<file path="src/rtl/des_crack_pkg.sv">
// rtl/des_crack_pkg.sv - shared widths and search FSM states for the DES key-search controller
package des_crack_pkg;

  localparam int KEY_W_DEF = 56;
  localparam int BLK_W_DEF = 64;

  typedef enum logic [2:0] {
    S_IDLE   = 3'd0,
    S_LOAD   = 3'd1,
    S_LAUNCH = 3'd2,
    S_WAIT   = 3'd3,
    S_CHECK  = 3'd4,
    S_DONE   = 3'd5
  } search_state_t;

endpackage

</file>
<file path="src/rtl/des_ct_match.sv">
// rtl/des_ct_match.sv - registered ciphertext/target equality flag, updated on each accepted DES result
module des_ct_match #(
  parameter int BLK_W = 64
) (
  input  logic             clk,
  input  logic             rst,
  input  logic             clr,
  input  logic             en,
  input  logic [BLK_W-1:0] ct,
  input  logic [BLK_W-1:0] target,
  output logic             match
);

  always_ff @(posedge clk or negedge rst) begin
    if (!rst) begin
      match <= 1'b0;
    end else if (clr) begin
      match <= 1'b0;
    end else if (en) begin
      match <= (ct == target);
    end
  end

endmodule

</file>
<file path="src/rtl/des_key_search_ctrl.sv">
// rtl/des_key_search_ctrl.sv - steps the key counter, launches DES per candidate and compares each result with the target
module des_key_search_ctrl
  import des_crack_pkg::*;
#(
  parameter int KEY_W = KEY_W_DEF,
  parameter int BLK_W = BLK_W_DEF
) (
  input  logic             clk,
  input  logic             rst,
  input  logic             start,
  input  logic             abort,
  input  logic [KEY_W-1:0] start_key,
  input  logic [KEY_W-1:0] end_key,
  input  logic [BLK_W-1:0] target_ct,
  output logic             cnt_load,
  output logic             cnt_up,
  output logic [KEY_W-1:0] cnt_in,
  input  logic [KEY_W-1:0] cnt_val,
  output logic             des_start,
  output logic [KEY_W-1:0] des_key,
  input  logic             des_done,
  input  logic [BLK_W-1:0] des_ct,
  output logic             busy,
  output logic             found,
  output logic             exhausted,
  output logic [KEY_W-1:0] found_key,
  output logic [KEY_W:0]   trials
);

  search_state_t    state, state_nx;
  logic [KEY_W-1:0] start_q, end_q;
  logic [BLK_W-1:0] target_q;
  logic             match;
  logic             accept;
  logic             last_key;

  assign accept   = ((state == S_IDLE) || (state == S_DONE)) && start && !abort;
  assign last_key = (des_key == end_q);
  assign cnt_in   = start_q;

  des_ct_match #(.BLK_W(BLK_W)) u_match (
    .clk    (clk),
    .rst    (rst),
    .clr    (accept || abort),
    .en     ((state == S_WAIT) && des_done && !abort),
    .ct     (des_ct),
    .target (target_q),
    .match  (match)
  );

  always_ff @(posedge clk or negedge rst) begin
    if (!rst) state <= S_IDLE;
    else      state <= state_nx;
  end

  always_comb begin
    state_nx = state;
    if (abort) begin
      state_nx = S_IDLE;
    end else begin
      case (state)
        S_IDLE, S_DONE: if (start) state_nx = S_LOAD;
        S_LOAD:         state_nx = S_LAUNCH;
        S_LAUNCH:       state_nx = S_WAIT;
        S_WAIT:         if (des_done) state_nx = S_CHECK;
        S_CHECK:        state_nx = (match || last_key) ? S_DONE : S_LAUNCH;
        default:        state_nx = S_IDLE;
      endcase
    end
  end

  // Strobes are gated by abort so a cancelled cycle never moves the counter or launches DES.
  always_comb begin
    busy      = 1'b0;
    cnt_load  = 1'b0;
    cnt_up    = 1'b0;
    des_start = 1'b0;
    case (state)
      S_LOAD: begin
        busy     = 1'b1;
        cnt_load = !abort;
      end
      S_LAUNCH: begin
        busy      = 1'b1;
        des_start = !abort;
      end
      S_WAIT:  busy = 1'b1;
      S_CHECK: begin
        busy   = 1'b1;
        cnt_up = !abort && !match && !last_key;
      end
      default: busy = 1'b0;
    endcase
  end

  always_ff @(posedge clk or negedge rst) begin
    if (!rst) begin
      start_q   <= '0;
      end_q     <= '0;
      target_q  <= '0;
      des_key   <= '0;
      found     <= 1'b0;
      exhausted <= 1'b0;
      found_key <= '0;
      trials    <= '0;
    end else if (abort) begin
      found     <= 1'b0;
      exhausted <= 1'b0;
      found_key <= '0;
      trials    <= '0;
    end else begin
      case (state)
        S_IDLE, S_DONE: begin
          if (start) begin
            start_q   <= start_key;
            end_q     <= end_key;
            target_q  <= target_ct;
            found     <= 1'b0;
            exhausted <= 1'b0;
            found_key <= '0;
            trials    <= '0;
          end
        end
        S_LAUNCH: des_key <= cnt_val;
        S_WAIT:   if (des_done) trials <= trials + (KEY_W+1)'(1);
        S_CHECK: begin
          if (match) begin
            found     <= 1'b1;
            found_key <= des_key;
          end else if (last_key) begin
            exhausted <= 1'b1;
          end
        end
        default: ;
      endcase
    end
  end

endmodule

</file>
<file path="config.mk">
export PLATFORM = sky130hd
export DESIGN_NAME = des_key_search_ctrl
export DESIGN_NICKNAME = d
export VERILOG_FILES = /design/src/rtl/des_crack_pkg.sv /design/src/rtl/des_ct_match.sv /design/src/rtl/des_key_search_ctrl.sv
export SDC_FILE = /design/constraint.sdc
export NUM_CORES = 1
export LEC_CHECK = 0
export ABC_CLOCK_PERIOD_IN_PS = 1900
export BUFFER_PORTS_ARGS = -buffer_cell sky130_fd_sc_hd__buf_2
export CORE_AREA = 4 4 205 207
export CTS_CLUSTER_DIAMETER = 50
export DETAILED_ROUTE_END_ITERATION = 8
export DIE_AREA = 0 0 209 211
export GPL_TIMING_DRIVEN = 0
export PLACE_DENSITY = 0.78
export SYNTH_ARGS = -nofsm -noshare
export SYNTH_HDL_FRONTEND = slang
export SYNTH_SLANG_ARGS = --single-unit
</file>
<file path="constraint.sdc">
create_clock -name clk -period 1.9 [get_ports clk]
set_input_delay 0.38 -clock clk [delete_from_list [all_inputs] [get_ports clk]]
set_output_delay 0.38 -clock clk [all_outputs]
set_load 0.03 [all_outputs]
</file>
==> key figures, run 1 <==
Die
  • I/O pins: 532
  • Die H: between 200 and 250 um
  • Die footprint: between 40000 and 50000 um^2
  • Total core area: about 40000 um^2
  • # rows: between 70 and 80
  • Initial Util: between 30 and 40%
  • Die Wd: 209 um

Power and ir drop
  • PD cells: approximately 1100 nW/um^2
  • Maximum VDD drop: 0.00104 V
  • Total power: between 20 and 30 mW
  • Lkg Pwr: between 10 and 15 nW

Yosys
  • Yosys top cell area share: between 50% and 60%
  • Synth Area in Simple Gates: about 8.5%
  • Cell variety after synth: 42
  • Seq cells post-synth: 351
  • Area leader, netlist: dfrtp_1
  • Ys flop type: dfrtp_1
  • Adder-Cell Fraction of Synth Area: 0.0818%
  • EDFF count, synth: 0
  • Mapped Cells: between 1000 and 1500
  • YS warnings: 0
  • Seq/Total Area, Yosys: between 50% and 60%
  • Syn Nets: between 1000 and 1500
  • Synth Area in Compound Gates: 7.00%
  • Top post-synthesis cells by area: dfrtp_1, mux2_2, xnor2_1, a22o_1, nand4_1
  • Xor/xnor cell area share of the yosys netlist: 8.02%
  • Largest family of logic cells by synthesized area: multiplexers
  • Mux share of post-synthesis cell area: approximately 17%
  • Ys async rst share: 100%
  • Mapped Area: approximately 15000 um^2
  • Mean Syn Cell Area: approximately 13 um^2

Setup path
  • Crit end category: output port
  • R2r setup slk: -310 ps
  • Setup Crit Path Kind: flop to output port
  • Crit-path max cell delay: ~440 ps
  • R2r worst-path depth: 9
  • CP max-delay cell: dfrtp_1
  • Critical path launch point type: flop
  • Critical R2R Capture: trials[50]$_DFFE_PN0P_
  • Worst Path Max Fanout: 4
  • Critical Path AT: 2360 ps
  • CP Launch Point: des_key[2]$_DFFE_PN0P_
  • Req. time, crit path: 1520 ps
  • Reg-to-Reg Start: trials[16]$_DFFE_PN0P_
  • Cell Chain, Critical Path: xnor2_1 > nand4_1 > nor4_4 > a41oi_4 > and2_4 > buf_6

Route
  • DRT antenna net count: 0
  • DRC: 0
  • Drt wl/cell: 25.8 um
  • Final WL: around 63000 um
  • Vias: roughly 14000
  • Detailed Routing Iterations Pass 1: 5
  • 1st-iter DRT viols: between 1000 and 1500
  • Vias per cell: 5.53

Run status
  • Failing checks: negative setup slack
  • Outcome: finished with violations

Final layout
  • FF/Latch Area: 8870 um^2
  • Filler Cells Inserted: ~3000
  • Final core occ: 60.4%
  • Footprint of the multi-input gates: between 7000 and 8000 um^2
  • Area delta synth->final: 59.4%
  • Commonest cells after routing, fill and taps aside: buf_2, dfrtp_1, mux2_4, xnor2_1, mux2_2
  • Layout cells sized above 1: 63.9%
  • Most common cell after layout, fill and taps aside: buf_2
  • Nets: about 2200

Place
  • Post-DP HPWL: 40200 um
  • Routability Congestion: around 0.89
  • PortBufs: roughly 530

GRT
  • Vias in the first global route: approximately 14000
  • First-pass GRT wire length: 87100 um
  • Largest net degree at the start of global routing: around 120
  • Initial antenna violation count: 17
  • Total GRT Usage: approximately a quarter
  • GRT overflow: 0

CTS
  • CTS tree: built
  • H-tree depth: 2
  • Worst skew pair latency: between 500 and 600 ps
  • Num Clock Sinks: around 350
  • Clock Path Buffers: 3
  • Total CTS buffers: 43
  • Clock transition at path regs: 60 ps
  • Clk root buf: clkbuf_16

Timing
  • Minimum clock period: between 2000 and 3000 ps
  • Max Clk Rate: between 0.3 and 0.4 GHz
  • Hold_ws: 49.6 ps
  • Final setup viols: 286
  • Slew Viols, Final: 0
  • Fin crit share: 144%
  • Unrepaired setup endpoints after global routing: true
  • Clk_skew: about 22 ps
  • Fin worst setup slack: -841 ps
  • Slew HR: about 52%
  • Slew @ Worst Pin: approximately 710 ps
  • Final Hold Fails: 0

Min path
  • Hold worst-path end: des_key[29]$_DFFE_PN0P_
  • Hold Path Class: input pin to flop
  • Hold Crit Depth: 2
  • Worst Hold Launch: cnt_val[29]

Job
  • Max Cap Violations: 0
==> worst max-delay path, delay by kind of cell (launching register included) <==
| family | cells | cell delay [ps] |
|---|---|---|
| xor+xnor | 1 | 290 |
| compound gates | 1 | 180 |
| simple gates | 3 | 770 |
| buf+inv | 1 | 130 |
| flops | 1 | 440 |
==> sequential cells by signal, summed over array words and instances (netlist names) <==
name	cells
des_key	56
found	1
end_q	56
trials	57
found_key	56
exhausted	1
target_q	64
cnt_in	56
state	3
u_match.match	1
==> synth_stat cells (21+ instances only) <==
master    number
xor2_1        21
nand2_1       26
nand3_1       27
nor2_1        35
a21oi_1       33
clkbuf_1      34
buf_2         21
mux2_2       232
dfrtp_1      351
nand4_1       40
xnor2_1      119
a22o_1        57
==> worst max-delay path by stage <==
stage	to	slack, ps	depth (start not counted)
5_1_grt	cnt_up	-960	6
6_report	cnt_up	-840	6
3_3_place_gp	trials[22]$_DFFE_PN0P_	-6930	1
3_5_place_dp	found_key[15]$_DFFE_PN0P_	-1150	8
4_1_cts	cnt_up	-880	6
2_1_floorplan	trials[48]$_DFFE_PN0P_	-190	6
==> metal layers <==
layer / GRT usage (%) / share of wire [%] / up-vias
li1: - / - / 5724
met1: 30.4 / 38 / 6978
met2: 44.9 / 51 / 693
met3: 5.63 / 7.3 / 183
met4: 9.63 / 4.1 / 8
met5: 0 / 0.079 / -
==> logic make-up (layout without fill, tap and decap cells) <==
kind of cell             count (synthesis)  count (layout)
multiplexers                           232             232
flip-flops                             351             351
XOR/XNOR                               140             140
buffers and inverters                   70             824
adder cells (fa/ha/maj)                  1               1
other                                    0              11
AND/OR/NAND/NOR                        218             218
AO/OA/AOI/OAI                          149             149
==> final cells by class <==
cell class                      count  share of cell area, %
Sequential cell                   351                   36.4
Multi-Input combinational cell    740                   31.9
Timing Repair Buffer              685                   19.7
Clock buffer                       64                   5.07
Buffer                             52                   3.03
Tap cell                          532                   2.73
Clock inverter                     14                  0.975
Inverter                            9                  0.149
Antenna cell                       11                  0.113
==> metrics by stage <==
step	setup TNS (ps)	setup WS, ps	area (um^2)	std cells
3_3_place_gp	-2444590	-6930	18800	2224
5_1_grt	-55790	-955	24400	2457
6_report	-40500	-841	24400	2458
2_1_floorplan	-2960	-192	15500	1161
4_1_cts	-41250	-879	22800	2401
3_5_place_dp	-246130	-1150	18900	2227
==> where the power goes <==
group          leakage (nW)  switching [mW]  total (mW)  internal (mW)
combinational          6.35            4.25        8.47           4.22
sequential             4.32            1.74        10.8           9.05
clock                 0.711            3.37        8.60           5.23
total                  11.4            9.37        27.9           18.5
==> repair_timing <==
| action | 4_1_cts | 5_1_grt |
|---|---|---|
| pin swaps | 63 | 116 |
| setup endpoints to repair | 354 | 408 |
| gates cloned | 13 | 19 |
| endpoints found under the hold margin | 65 | 0 |
| hold buffers | 1 | 0 |
| gates resized for setup | 361 | 240 |
| buffers inserted | 83 | 41 |
No activity file was read; power rests on OpenSTA's default activity.
==> inputs of run 2 (changes only) <==
Settings changed: CORE_AREA 4 4 205 207 to default, CORE_ASPECT_RATIO from default to 0.9, CORE_MARGIN from default to 4, CORE_UTILIZATION from default to 30, DIE_AREA 0 0 209 211 to default, PLACE_DENSITY 0.78 to 0.66.
==> key figures, run 2 (synthesis gave the netlist of run 1 again) <==
Route
  • Vias per cell: 4.88 (-12%)
  • 1st-iter DRT viols: 504 (-56%)
  • Drt wl/cell: 20.7 um (-20%)
  • Detailed Routing Iterations Pass 1: 5 (unchanged)
  • DRC: 0 (unchanged)
  • DRT antenna net count: 0 (unchanged)
  • Final WL: 52600 um (-17%)
  • Vias: 12386 (-8.8%)

Die
  • Die footprint: 54700 um^2 (+24%)
  • Initial Util: 30.3% (-7.6 points)
  • Die H: 222 um (+5.3%)
  • I/O pins: 532 (unchanged)
  • # rows: 78 (+5.4%)
  • Die Wd: 246 um (+18%)
  • Total core area: 50500 um^2 (+25%)

Setup path
  • CP Buf/Inv Count: 1 (unchanged)
  • CP max-delay cell: dfrtp_2
  • R2r setup slk: -230 ps (+80 ps)
  • Req. time, crit path: 1520 ps (about the same)
  • Setup Crit Path Kind: flop to output port
  • Crit end category: output port
  • Worst Path Max Fanout: 4 (unchanged)
  • Cell Chain, Critical Path: xnor2_4 > nand4_1 > nor4_4 > a41oi_4 > and2_4 > buf_6
  • Crit-path max cell delay: 490 ps (+50 ps)
  • Cell family with most CP delay: simple AND/OR/NAND/NOR gates
  • Critical path launch point type: flop
  • Critical Path AT: 2380 ps (+20 ps)

Timing
  • Slew HR: 51.5% (-0.50 points)
  • Final setup viols: 192 (-33%)
  • Max Clk Rate: 0.363 GHz (-0.59%)
  • Fin worst setup slack: -858 ps (-16.3 ps)
  • Clk_skew: 35.4 ps (+13.7 ps)
  • Unrepaired setup endpoints after global routing: true
  • Fin crit share: 145% (+0.86 points)
  • Slew Viols, Final: 0 (unchanged)
  • Final Hold Fails: 0 (unchanged)
  • Minimum clock period: 2760 ps (+16.3 ps)
  • Slew @ Worst Pin: 727 ps (+14.1 ps)

CTS
  • H-tree depth: 2 (unchanged)
  • Total CTS buffers: 45 (+4.7%)
  • Worst skew pair latency: 580 ps (+20 ps)
  • CTS tree: built
  • Clk root buf: clkbuf_16
  • Clock transition at path regs: 70 ps (about the same)
  • Num Clock Sinks: 351 (unchanged)
  • Clock Path Buffers: 3 (unchanged)

Place
  • DP Cell Count: 2375 (+6.6%)
  • Area of placed instances: 19100 um^2 (+0.98%)
  • Routability Congestion: 0.863 (-2.5%)
  • PortBufs: 531 (unchanged)
  • Post-DP HPWL: 38500 um (-4.1%)

GRT
  • GRT overflow: 0 (unchanged)
  • Largest net degree at the start of global routing: 121 (+1.7%)
  • Initial antenna violation count: 20 (+3)
  • Total GRT Usage: 18.4% (-7.0 points)
  • Vias in the first global route: 13134 (-9.0%)
  • First-pass GRT wire length: 78000 um (-10%)

Job
  • Max Cap Violations: 0 (unchanged)

Final layout
  • Largest registers: target_q (64), trials (57)
  • Biggest register: target_q
  • Commonest cells after routing, fill and taps aside: buf_2, dfrtp_1, mux2_2, xnor2_1, buf_4
  • Most common cell after layout, fill and taps aside: buf_2
  • FF/Latch Area: 8850 um^2 (-0.14%)
  • Filler Cells Inserted: 4653 (+55%)
  • Nets: 2109 (-3.4%)
  • Area delta synth->final: 43.7%
  • Fin area: 22000 um^2 (-9.9%)
  • Footprint of the multi-input gates: 6840 um^2 (-12%)
  • Final cell count without fillers: 2537 (+3.2%)
  • Max FFs per register: 64 (unchanged)
  • Layout cells sized above 1: 58.4% (-5.5 points)

Power and ir drop
  • Maximum VDD drop: 0.000878 V (-16%)
  • PD cells: 1190 nW/um^2 (+3.8%)
  • Total power: 26.1 mW (-6.5%)
  • Lkg Pwr: 10.1 nW (-11%)

Run status
  • Outcome: finished with violations
  • Failing checks: negative setup slack

Min path
  • Hold Path Class: input pin to flop
==> run 2: cell count changes in the layout (fill, tap and decap cells not counted), moves of 8 or more <==
cell and change:
mux2_2 +145, mux2_4 -145, buf_12 -30, clkbuf_16 -19, buf_8 -15, buf_6 -14
a21oi_1 +12, a21oi_2 -11, dfrtp_1 +10, dfrtp_2 -10, o31ai_1 +8, o31ai_4 -8
==> run 2: layout make-up <==
class	count	share of cell area, %
clock inverter	21	0.922
inverter	9	0.154
sequential	351	40.3
timing repair buffer	602	15.2
tap	680	3.87
antenna	14	0.159
clock buffer	62	5.69
multi-input combinational	740	31.1
buffer	58	2.63
==> run 2: timing repair <==
item,4_1_cts,5_1_grt
buffers inserted,42,23
resized for setup,141,85
hold buffers,2,0
pin swaps,39,20
gates cloned,1,0
setup endpoints to repair,354,336
hold endpoints to repair,24,0
==> run 2: per-layer routing <==
| layer | global-route usage, % | routed length, um |
|---|---|---|
| met1 | 23.2 | 21200 |
| met2 | 30.5 | 25700 |
| met3 | 5.23 | 4140 |
| met4 | 6.08 | 1450 |
| met5 | 0 | 68 |
==> run 2: path summary, 6_finish.rpt <==
| path | cells past startpoint | start | endpoint |
|---|---|---|---|
| max | 6 | des_key[29]$_DFFE_PN0P_ | cnt_up |
| min | 2 | cnt_val[20] | des_key[20]$_DFFE_PN0P_ |
| max reg2reg | 7 | des_key[29]$_DFFE_PN0P_ | state[1]$_DFFE_PN0P_ |
| min reg2reg | 1 | found$_DFFE_PN0P_ | found$_DFFE_PN0P_ |
| max in group asynchronous | 4 | rst | des_key[44]$_DFFE_PN0P_ |
| min in group asynchronous | 2 | rst | trials[30]$_DFFE_PN0P_ |
==> run 2: power by group <==
group	switching, mW	internal [mW]
clock	3.43	4.82
combinational	3.85	3.32
sequential	1.58	9.06
total	8.87	17.2
==> run 2: through the flow <==
step	util, %	setup TNS [ps]	setup WS (ps)	hold slack (ps)
6_report	43.6	-20440	-858	32.5
5_1_grt	43.6	-41830	-935	7.42
4_1_cts	42.6	-60850	-887	0.270
3_5_place_dp	37.8	-217780	-1050	243
3_3_place_gp	37.6	-2461860	-7090	465
2_1_floorplan	-	-2960	-192	84.4
==> inputs of run 3 (changes only) <==
--- a/config.mk
+++ b/config.mk
@@ -6,5 +6,5 @@
 export NUM_CORES = 1
 export LEC_CHECK = 0
-export ABC_CLOCK_PERIOD_IN_PS = 1900
+export ABC_CLOCK_PERIOD_IN_PS = 3000
 export BUFFER_PORTS_ARGS = -buffer_cell sky130_fd_sc_hd__buf_2
 export CORE_ASPECT_RATIO = 0.9
@@ -14,5 +14,5 @@
 export DETAILED_ROUTE_END_ITERATION = 8
 export GPL_TIMING_DRIVEN = 0
-export PLACE_DENSITY = 0.66
+export PLACE_DENSITY = 0.65
 export SYNTH_ARGS = -nofsm -noshare
 export SYNTH_HDL_FRONTEND = slang
==> constraint.sdc (replaced) <==
create_clock -name clk -period 3 [get_ports clk]
set_input_delay 0.45 -clock clk [delete_from_list [all_inputs] [get_ports clk]]
set_output_delay 0.45 -clock clk [all_outputs]
set_load 0.03 [all_outputs]
==> key figures, run 3 (synthesis gave the netlist of run 1 again) <==
Run status
  • Outcome: completed

Power and ir drop
  • Lkg Pwr: 9.53 nW (-5.7%)
  • Total power: 16.3 mW (-37%)
  • PD cells: 791 nW/um^2 (-33%)
  • Maximum VDD drop: 0.000559 V (-36%)

GRT
  • Grt met1 use: 24.3% (+1.1 points)
  • First-pass GRT wire length: 78100 um (+0.11%)
  • Layer with the highest usage: met2
  • GRT overflow: 0 (unchanged)
  • Grt met3 use: 4.84% (-0.39 points)
  • Total GRT Usage: 18.5% (+0.14 points)
  • Met2 GRT Util: 29.5% (-0.98 points)
  • Initial antenna violation count: 16 (-20%)
  • Largest net degree at the start of global routing: 97 (-20%)
  • Vias in the first global route: 12764 (-2.8%)

Final layout
  • Largest registers: target_q (64), trials (57)
  • Area delta synth->final: 34.8%
  • Max FFs per register: 64 (unchanged)
  • Commonest cells after routing, fill and taps aside: buf_2, dfrtp_1, mux2_2, xnor2_1, a22o_1
  • Nets: 2045 (-3.0%)
  • Biggest register: target_q
  • Most common cell after layout, fill and taps aside: buf_2
  • Layout cells sized above 1: 50.3% (-8.1 points)

Setup path
  • Cell Chain, Critical Path: xnor2_2 > nand4_1 > nor4_4 > a41oi_2 > and2_4 > buf_6
  • Critical path launch point type: flop
  • CP Buf/Inv Count: 1 (unchanged)
  • Worst Path Max Fanout: 4 (unchanged)
  • Crit end category: output port
  • Cell family with most CP delay: simple AND/OR/NAND/NOR gates
  • CP max-delay cell: dfrtp_1
  • CP Launch Point: des_key[15]$_DFFE_PN0P_
  • Crit-path max cell delay: 480 ps (about the same)
  • Critical Path AT: 2490 ps (+110 ps)
  • Setup Crit Path Kind: flop to output port
  • Req. time, crit path: 2550 ps (+1030 ps)
  • Reg-to-Reg Start: state[1]$_DFFE_PN0P_

Die
  • I/O pins: 532 (unchanged)
  • Total core area: 50500 um^2 (unchanged)
  • Initial Util: 30.3% (unchanged)
  • # rows: 78 (unchanged)
  • Die footprint: 54700 um^2 (unchanged)
  • Die H: 222 um (unchanged)
  • Die Wd: 246 um (unchanged)

Place
  • Routability Congestion: 0.843 (-2.4%)
  • Worst slack, placed: -223 ps (+825 ps)
  • Post-DP HPWL: 39900 um (+3.5%)
  • PortBufs: 531 (unchanged)

Timing
  • Clk_skew: 24.8 ps (-10.6 ps)
  • Final setup viols: 0 (-100%)
  • Max Clk Rate: ~0.34 GHz
  • Slew HR: 36.2% (-15 points)
  • Slew @ Worst Pin: 957 ps (+229 ps)
  • Fin worst setup slack: 59.8 ps (+917 ps)
  • Final Hold Fails: 0 (unchanged)
  • Fin crit share: a little over nine tenths
  • Minimum clock period: 2940 ps
  • Slew Viols, Final: 0 (unchanged)
  • Unrepaired setup endpoints after global routing: true

Route
  • Final WL: 52100 um (-0.94%)
  • DRT antenna net count: 0 (unchanged)
  • DRC: 0 (unchanged)
  • Vias: 12083 (-2.4%)
  • Detailed Routing Iterations Pass 1: 6 (+1)
  • 1st-iter DRT viols: 698 (+38%)
  • Drt wl/cell: 21.1 um (+1.7%)
  • Vias per cell: 4.89 (+0.12%)

CTS
  • H-tree depth: 2 (unchanged)
  • Clock Path Buffers: 3 (unchanged)
  • Clk root buf: clkbuf_16
  • Total CTS buffers: 45 (unchanged)
  • Worst skew pair latency: 560 ps (-20 ps)
  • CTS tree: built
  • Clock transition at path regs: 60 ps (about the same)
  • Num Clock Sinks: 351 (unchanged)

Min path
  • Worst Hold Launch: end_key[8]
  • Hold Path Class: input pin to flop

Job
  • Max Cap Violations: 0 (unchanged)
## run 3: cell types whose count changed in the layout (fill, tap and decap cells not counted), moves of 6 or more
| cell | change |
|---|---|
| dfrtp_1 | +53 |
| mux2_4 | -18 |
| buf_4 | -62 |
| clkbuf_4 | -6 |
| dfrtp_2 | -53 |
| a21oi_1 | +6 |
| a21oi_2 | -6 |
| buf_2 | +22 |
| clkbuf_1 | +19 |
| buf_6 | -21 |
| buf_12 | -6 |
| xnor2_1 | +9 |
| mux2_2 | +18 |
## run 3: what timing repair did
item                                    CTS  global route
hold endpoints to repair                 80             0
setup buffers                             0             1
resized for setup                        19            20
gates cloned                              0             0
hold buffers                              1             0
pin swaps                                 1             8
endpoints found under the setup margin  162            72
## run 3: area by class of cell
| class | count | area (um^2) |
|---|---|---|
| Multi-Input combinational cell | 740 | 6380 |
| Buffer | 60 | 272 |
| Inverter | 9 | 33.8 |
| Sequential cell | 351 | 8790 |
| Fill cell | 4834 | 29800 |
| Clock buffer | 63 | 1260 |
| Tap cell | 680 | 851 |
| Clock inverter | 20 | 230 |
| Timing Repair Buffer | 536 | 2770 |
| Antenna cell | 13 | 32.5 |
## run 3: path summary, 6_finish.rpt
path                       slack, ps  cells past startpoint                   endpoint
min reg2reg                      490                      1          found$_DFFE_PN0P_
max in group asynchronous       1120                      4   target_q[10]$_DFFE_PN0P_
min                              120                      2       end_q[8]$_DFFE_PN0P_
max reg2reg                      220                      8  found_key[27]$_DFFE_PN0P_
max                               60                      6                     cnt_up
min in group asynchronous        510                      2    des_key[37]$_DFFE_PN0P_
## run 3: worst reg2reg max path, stage by stage (launching register included)
cell and delay [ps]:
dfrtp_1 350, clkbuf_1 310, nor2b_1 170, a21o_1 180, clkbuf_1 320, a31oi_2 380, buf_2 320, buf_1 450
a22o_1 250
## run 3: routing by layer
layer | wire length (um) | share of wire (%)
met1 | 21700 | 42
met3 | 3650 | 7.0
met4 | 1680 | 3.2
met2 | 25000 | 48
met5 | 54 | 0.10
## run 3: power breakdown
part / total [mW] / internal (mW) / switching, mW
Combinational: 4.26 / 1.87 / 2.39
Clock: 5.41 / 3.25 / 2.17
Sequential: 6.63 / 5.70 / 0.932
Total: 16.3 / 10.8 / 5.49
## run 3: stage by stage
stage,utilization [%],hold WS [ps],cells,instance area [um^2],setup TNS (ps)
final,40.9,117,2472,20600,0
after detailed placement,37.5,470,2375,18900,-19480
after floorplan,-,154,1161,15300,0
after CTS,40.6,76.7,2458,20500,-144
after global routing,40.9,88.6,2470,20600,-46.5
after global placement,37.3,460,2372,18800,-1897020
